File: src/rtl/risc16_prog_loader.sv
// ---------------------------------------------------------------------------
// risc16_prog_loader
//   Loads a RISC-16 program from a framed byte stream into the instruction RAM
//   write port. Once the frame checks good, the loader pulses the CPU reset for
//   one cycle and then holds execute enable high until the next frame starts.
//
//   Frame: SYNC_BYTE, N, N x {hi, lo}, CSUM   (CSUM = XOR of N and all data bytes)
//
// Ports
//   clk_i, rst_i        clock, synchronous active-high reset
//   s_data_i/s_valid_i  incoming byte stream
//   s_ready_o           byte accepted when s_valid_i & s_ready_o (low only
//                       during the one-cycle CPU reset pulse)
//   wr_en_o/wr_addr_o/wr_data_o  instruction RAM write port (one-cycle strobe)
//   cpu_rst_o           one-cycle reset pulse to the core after a good frame
//   execute_en_o        core execute enable, high from the cycle after cpu_rst_o
//   busy_o              a frame is being received (count, data or checksum)
//   error_o             sticky frame error, cleared by the next SYNC_BYTE
// ---------------------------------------------------------------------------
module risc16_prog_loader #(
  parameter int          ADDR_W    = 4,
  parameter logic [7:0]  SYNC_BYTE = 8'hA5
) (
  input  logic              clk_i,
  input  logic              rst_i,
  input  logic [7:0]        s_data_i,
  input  logic              s_valid_i,
  output logic              s_ready_o,
  output logic              wr_en_o,
  output logic [ADDR_W-1:0] wr_addr_o,
  output logic [15:0]       wr_data_o,
  output logic              cpu_rst_o,
  output logic              execute_en_o,
  output logic              busy_o,
  output logic              error_o
);

  localparam int         DEPTH   = 2**ADDR_W;
  // Word count limit in a width wide enough to hold DEPTH itself.
  localparam logic [8:0] DEPTH_N = 9'(DEPTH);

  typedef enum logic [2:0] {
    S_IDLE,
    S_COUNT,
    S_DATA_HI,
    S_DATA_LO,
    S_CSUM,
    S_RUN_RST,
    S_RUN,
    S_ERR
  } state_t;

  typedef struct packed {
    logic [ADDR_W-1:0] addr;
    logic [15:0]       data;
  } wr_req_t;

  state_t            state_q, state_d;
  logic [ADDR_W-1:0] addr_q, addr_d;
  logic [ADDR_W-1:0] last_q, last_d;   // address of word N (N-1)
  logic [7:0]        acc_q, acc_d;     // running XOR of N and data bytes
  logic [7:0]        hi_q, hi_d;
  wr_req_t           wr_req_q, wr_req_d;
  logic              wr_fire;
  logic              wr_vld_q;

  logic              ready_q, cpu_rst_q, exec_q, busy_q, err_q;

  logic              accept;
  logic              is_sync;
  logic              n_bad;

  assign accept  = s_valid_i & ready_q;
  assign is_sync = (s_data_i == SYNC_BYTE);
  assign n_bad   = (s_data_i == 8'd0) || ({1'b0, s_data_i} > DEPTH_N);

  // -------------------------------------------------------------------------
  // Next-state / datapath
  // -------------------------------------------------------------------------
  always_comb begin
    state_d  = state_q;
    addr_d   = addr_q;
    last_d   = last_q;
    acc_d    = acc_q;
    hi_d     = hi_q;
    wr_req_d = wr_req_q;
    wr_fire  = 1'b0;

    case (state_q)
      S_IDLE: begin
        if (accept && is_sync) state_d = S_COUNT;
      end

      S_COUNT: begin
        if (accept) begin
          acc_d   = s_data_i;
          addr_d  = '0;
          // Only meaningful when N is in range; N-1 fits in ADDR_W bits then.
          last_d  = ADDR_W'(s_data_i - 8'd1);
          state_d = n_bad ? S_ERR : S_DATA_HI;
        end
      end

      S_DATA_HI: begin
        if (accept) begin
          hi_d    = s_data_i;
          acc_d   = acc_q ^ s_data_i;
          state_d = S_DATA_LO;
        end
      end

      S_DATA_LO: begin
        if (accept) begin
          acc_d         = acc_q ^ s_data_i;
          wr_fire       = 1'b1;
          wr_req_d.addr = addr_q;
          wr_req_d.data = {hi_q, s_data_i};
          // With N == DEPTH the counter wraps to 0 here, but we leave for
          // CSUM on the same edge, so no wrapped write can follow.
          addr_d        = addr_q + 1'b1;
          state_d       = (addr_q == last_q) ? S_CSUM : S_DATA_HI;
        end
      end

      S_CSUM: begin
        if (accept) state_d = (s_data_i == acc_q) ? S_RUN_RST : S_ERR;
      end

      // Ready is low here, so no byte can be consumed during the pulse.
      S_RUN_RST: state_d = S_RUN;

      S_RUN, S_ERR: begin
        if (accept && is_sync) state_d = S_COUNT;
      end

      default: state_d = S_IDLE;
    endcase
  end

  // -------------------------------------------------------------------------
  // State, datapath and registered outputs. Outputs are decoded from state_d
  // so they are flops that track the state register cycle for cycle.
  // -------------------------------------------------------------------------
  always_ff @(posedge clk_i) begin
    if (rst_i) begin
      state_q   <= S_IDLE;
      addr_q    <= '0;
      last_q    <= '0;
      acc_q     <= '0;
      hi_q      <= '0;
      wr_req_q  <= '0;
      wr_vld_q  <= 1'b0;
      ready_q   <= 1'b1;
      cpu_rst_q <= 1'b0;
      exec_q    <= 1'b0;
      busy_q    <= 1'b0;
      err_q     <= 1'b0;
    end else begin
      state_q   <= state_d;
      addr_q    <= addr_d;
      last_q    <= last_d;
      acc_q     <= acc_d;
      hi_q      <= hi_d;
      wr_vld_q  <= wr_fire;
      if (wr_fire) wr_req_q <= wr_req_d;
      ready_q   <= (state_d != S_RUN_RST);
      cpu_rst_q <= (state_d == S_RUN_RST);
      exec_q    <= (state_d == S_RUN);
      busy_q    <= (state_d == S_COUNT)   || (state_d == S_DATA_HI) ||
                   (state_d == S_DATA_LO) || (state_d == S_CSUM);
      err_q     <= (state_d == S_ERR);
    end
  end

  assign s_ready_o    = ready_q;
  assign wr_en_o      = wr_vld_q;
  assign wr_addr_o    = wr_req_q.addr;
  assign wr_data_o    = wr_req_q.data;
  assign cpu_rst_o    = cpu_rst_q;
  assign execute_en_o = exec_q;
  assign busy_o       = busy_q;
  assign error_o      = err_q;

endmodule
File: config.mk
export PLATFORM = sky130hd
export DESIGN_NAME = risc16_prog_loader
export DESIGN_NICKNAME = d
export VERILOG_FILES = /design/src/rtl/risc16_prog_loader.sv
export SDC_FILE = /design/constraint.sdc
export NUM_CORES = 1
export LEC_CHECK = 0
export ABC_CLOCK_PERIOD_IN_PS = 1700
export CORE_MARGIN = 2
export CORE_UTILIZATION = 50
export CTS_BUF_LIST = sky130_fd_sc_hd__clkbuf_8
export DETAILED_ROUTE_END_ITERATION = 8
export PLACE_DENSITY = 0.78
export REMOVE_ABC_BUFFERS = 1
export SETUP_SLACK_MARGIN = 0.1
export SYNTH_ARGS = -nofsm -noshare
export SYNTH_HDL_FRONTEND = slang
export SYNTH_SLANG_ARGS = --single-unit
File: constraint.sdc
create_clock -name clk_i -period 1.7 [get_ports clk_i]
set_input_delay 0.17 -clock clk_i [delete_from_list [all_inputs] [get_ports clk_i]]
set_output_delay 0.17 -clock clk_i [all_outputs]
set_load 0.02 [all_outputs]
==> results.toml <==
[clock_network]
clk_latency_ns = 0.31
clockBufferDepth = 2
cts_buffers = 5
cts_tree = "yes"
clkSinkCount = 53
htreeDepth = 2
root_buffer = "clkbuf_8"
cts_hold_buf = 0
path_clk_slew_ns = 0.09

[drt]
first_pass_iters = 4
vias = 1992
drc_errors = 0
postRouteAntennaNets = 0
drt_iter0_drc = 87
drt-wirelength-per-cell_um = 13.7
via_per_inst = 5.26
drt_wl_total_mm = 5.20

[die]
dieHeight_um = 72.9
die_w_um = 72.9
fp.coreArea_um2 = 4660
boundaryPins = 37
die_area_um2 = 5310
fp-row-count = 25
initial_core_util_pct = 50.9

[outcome]
status = "completed"

[power_and_ir_drop]
peakVddDrop_mv = 0.443
p_leak_uw = 0.00112
finalPower_uw = 2250
p_per_area_nw_per_um2 = 723

[setup_path]
cp_max_fo = 5
cp-start-kind = "input port"
critical_path_class = "input port to register"
required_ns = 1.90
critPathCaptureType = "register"
critPathArrivalTime_ns = 1.77

[global_route]
grt_pass1_vias = 1866
grtUsageTotal_pct = 20.7
grt_pass1_wl_mm = 8.63
antenna_found_initial = 0
overflow = 0
grt_max_degree = 24

[hold_path]
hold_class = "input port to register"

[layout]
diodes = 0
fin_area_um2 = 3110
layout.nets = 338
utilization_pct = 66.8
register_area_um2 = 1060
fill_cells = 359
multi_input_area_um2 = 1290
layout-drive-gt1-share_pct = 18.8
syn_to_final_growth_pct = 31.2

[run]
maxCapViolations = 0

[sta]
final.min_clock_period_ns = 1.57
setup_slack_ns = 0.125
rsz0062_at_grt = "true"
fin_worst_skew_ns = 0.00684
setup_viol = 0
finalMaxSlewViolations = 0
worst_pin_slew_ns = 0.390
slew_headroom_pct = 74.0
timing.fmax_mhz = 635
hold_viol_final = 0
fin_crit_sh_pct = 92.6

[place]
gp_congestion = 0.822
detailed_place_hpwl_mm = 3.62
place_area_um2 = 2910
preCtsSetupSlack_ns = -0.423
io_buffers = 36

[yosys]
synth_cell_types = 48
synth_area_um2 = 2370
synthCells = 271
ys_seq_elements = 53
synth.yosys.seq_area_share_pct = 44.7
synth_warnings = 0
syn_area_per_cell_um2 = 8.75
## critical path: stages
cell and delay (ns):
dlygate4sd2_1 0.28, buf_4 0.17, xor2_1 0.17, nor4_2 0.31, a211o_1 0.21, o211ai_1 0.14
mux2_4 0.32
## cell families after synthesis
| family | after synthesis | synth area share [%] |
|---|---|---|
| adder cells (fa/ha/maj) | 3 | 1.58 |
| XOR/XNOR | 18 | 6.65 |
| multiplexers | 10 | 4.49 |
| flip-flops | 53 | 44.7 |
| buffers and inverters | 18 | 3.90 |
| AND/OR/NAND/NOR | 117 | 25.0 |
| AO/OA/AOI/OAI | 52 | 13.6 |
## what timing repair did
action	in CTS	in global routing
buffers inserted	1	0
gates resized for setup	21	9
pin swaps	2	3
setup endpoints to repair	7	36
## metrics by stage
step	hold slack [ns]	setup TNS [ns]	std cells
final	0.280	0	379
after global routing	0.298	0	379
after CTS	0.268	0	379
after detailed placement	0.445	-4.91	370
after global placement	0.436	-3.20	370
after floorplan	0.239	-0.110	256
## synthesized netlist by cell type (all sizes together)
cell type  instances  share of area (%)
and3               3               0.79
a21o               6                1.9
inv                3               0.47
and2               1               0.26
mux2               2                1.1
nor4b              1               0.37
clkbuf             6               0.95
o21ai              2               0.42
nor2b              2               0.53
a211oi             5                1.6
a21boi             1               0.32
xnor2              8                3.0
nand2b             2               0.63
and4b              2                1.2
nand2             58                9.3
o211ai             1               0.32
mux2i              8                3.4
buf                9                2.5
nor4               3               0.79
a21oi             30                6.3
ha                 3                1.6
nor3b              3                1.6
or2                1               0.26
a211o              1               0.37
o21ba              1               0.42
nor3               6                2.0
nor2              21                3.7
nand3              9                2.1
nand4              3               0.79
a31oi              1               0.26
and3b              2               0.74
dfxtp             53                 45
a221o              1               0.42
o21a               1               0.37
xor2              10                3.7
o22ai              1               0.26
o2bb2ai            1               0.63
## metal layers
layer	global-route usage (%)	vias to the layer above	part of all wire, %
li1	-	1024	-
met3	4.70	9	2.8
met4	6.79	0	1.5
met2	34.9	32	50
met1	26.2	927	45
met5	0	-	0
## registers in the layout, indices dropped and copies added (netlist names), 3 cells and up
signal / flops
addr_q: 4
acc_q: 8
last_q: 4
wr_addr_o: 4
wr_data_o: 16
hi_q: 8
state_q: 3
## cells in the final DEF (no fill, tap or decap), types with 3 or more instances in the layout
master,count
nand2_1,57
dfxtp_1,50
a21oi_1,30
clkdlybuf4s50_1,27
buf_4,22
nor2_1,19
xor2_1,9
nand3_1,8
xnor2_1,8
mux2i_1,8
dlygate4sd2_1,8
a21o_1,6
clkbuf_8,6
a211oi_1,5
nor3_1,4
inv_1,3
nand4_1,3
dfxtp_2,3
## report_power, final
group          total, µW  internal, µW  leakage (µW)  switching, µW
clock network        879           474     0.0000626            405
registers           1240          1240      0.000427          0.904
logic                129          55.4      0.000631           73.1
## final timing paths
| path | startpoint | to | slack [ns] | cells past startpoint |
|---|---|---|---|---|
| min | s_data_i[0] | last_q[0] | 0.28 | 2 |
| max | s_data_i[0] | busy_o | 0.13 | 7 |
| max reg2reg | acc_q[0] | busy_o | 0.13 | 5 |
| min reg2reg | wr_addr_o[3] | wr_addr_o[3] | 0.46 | 2 |
## area by class of cell
class | count | share of cell area [%]
Inverter | 3 | 0.362
Sequential cell | 53 | 34.2
Clock buffer | 6 | 2.65
Clock inverter | 2 | 1.09
Multi-Input combinational cell | 200 | 41.5
Timing Repair Buffer | 61 | 18.0
Tap cell | 54 | 2.17
(Power assumes the default switching activity.)
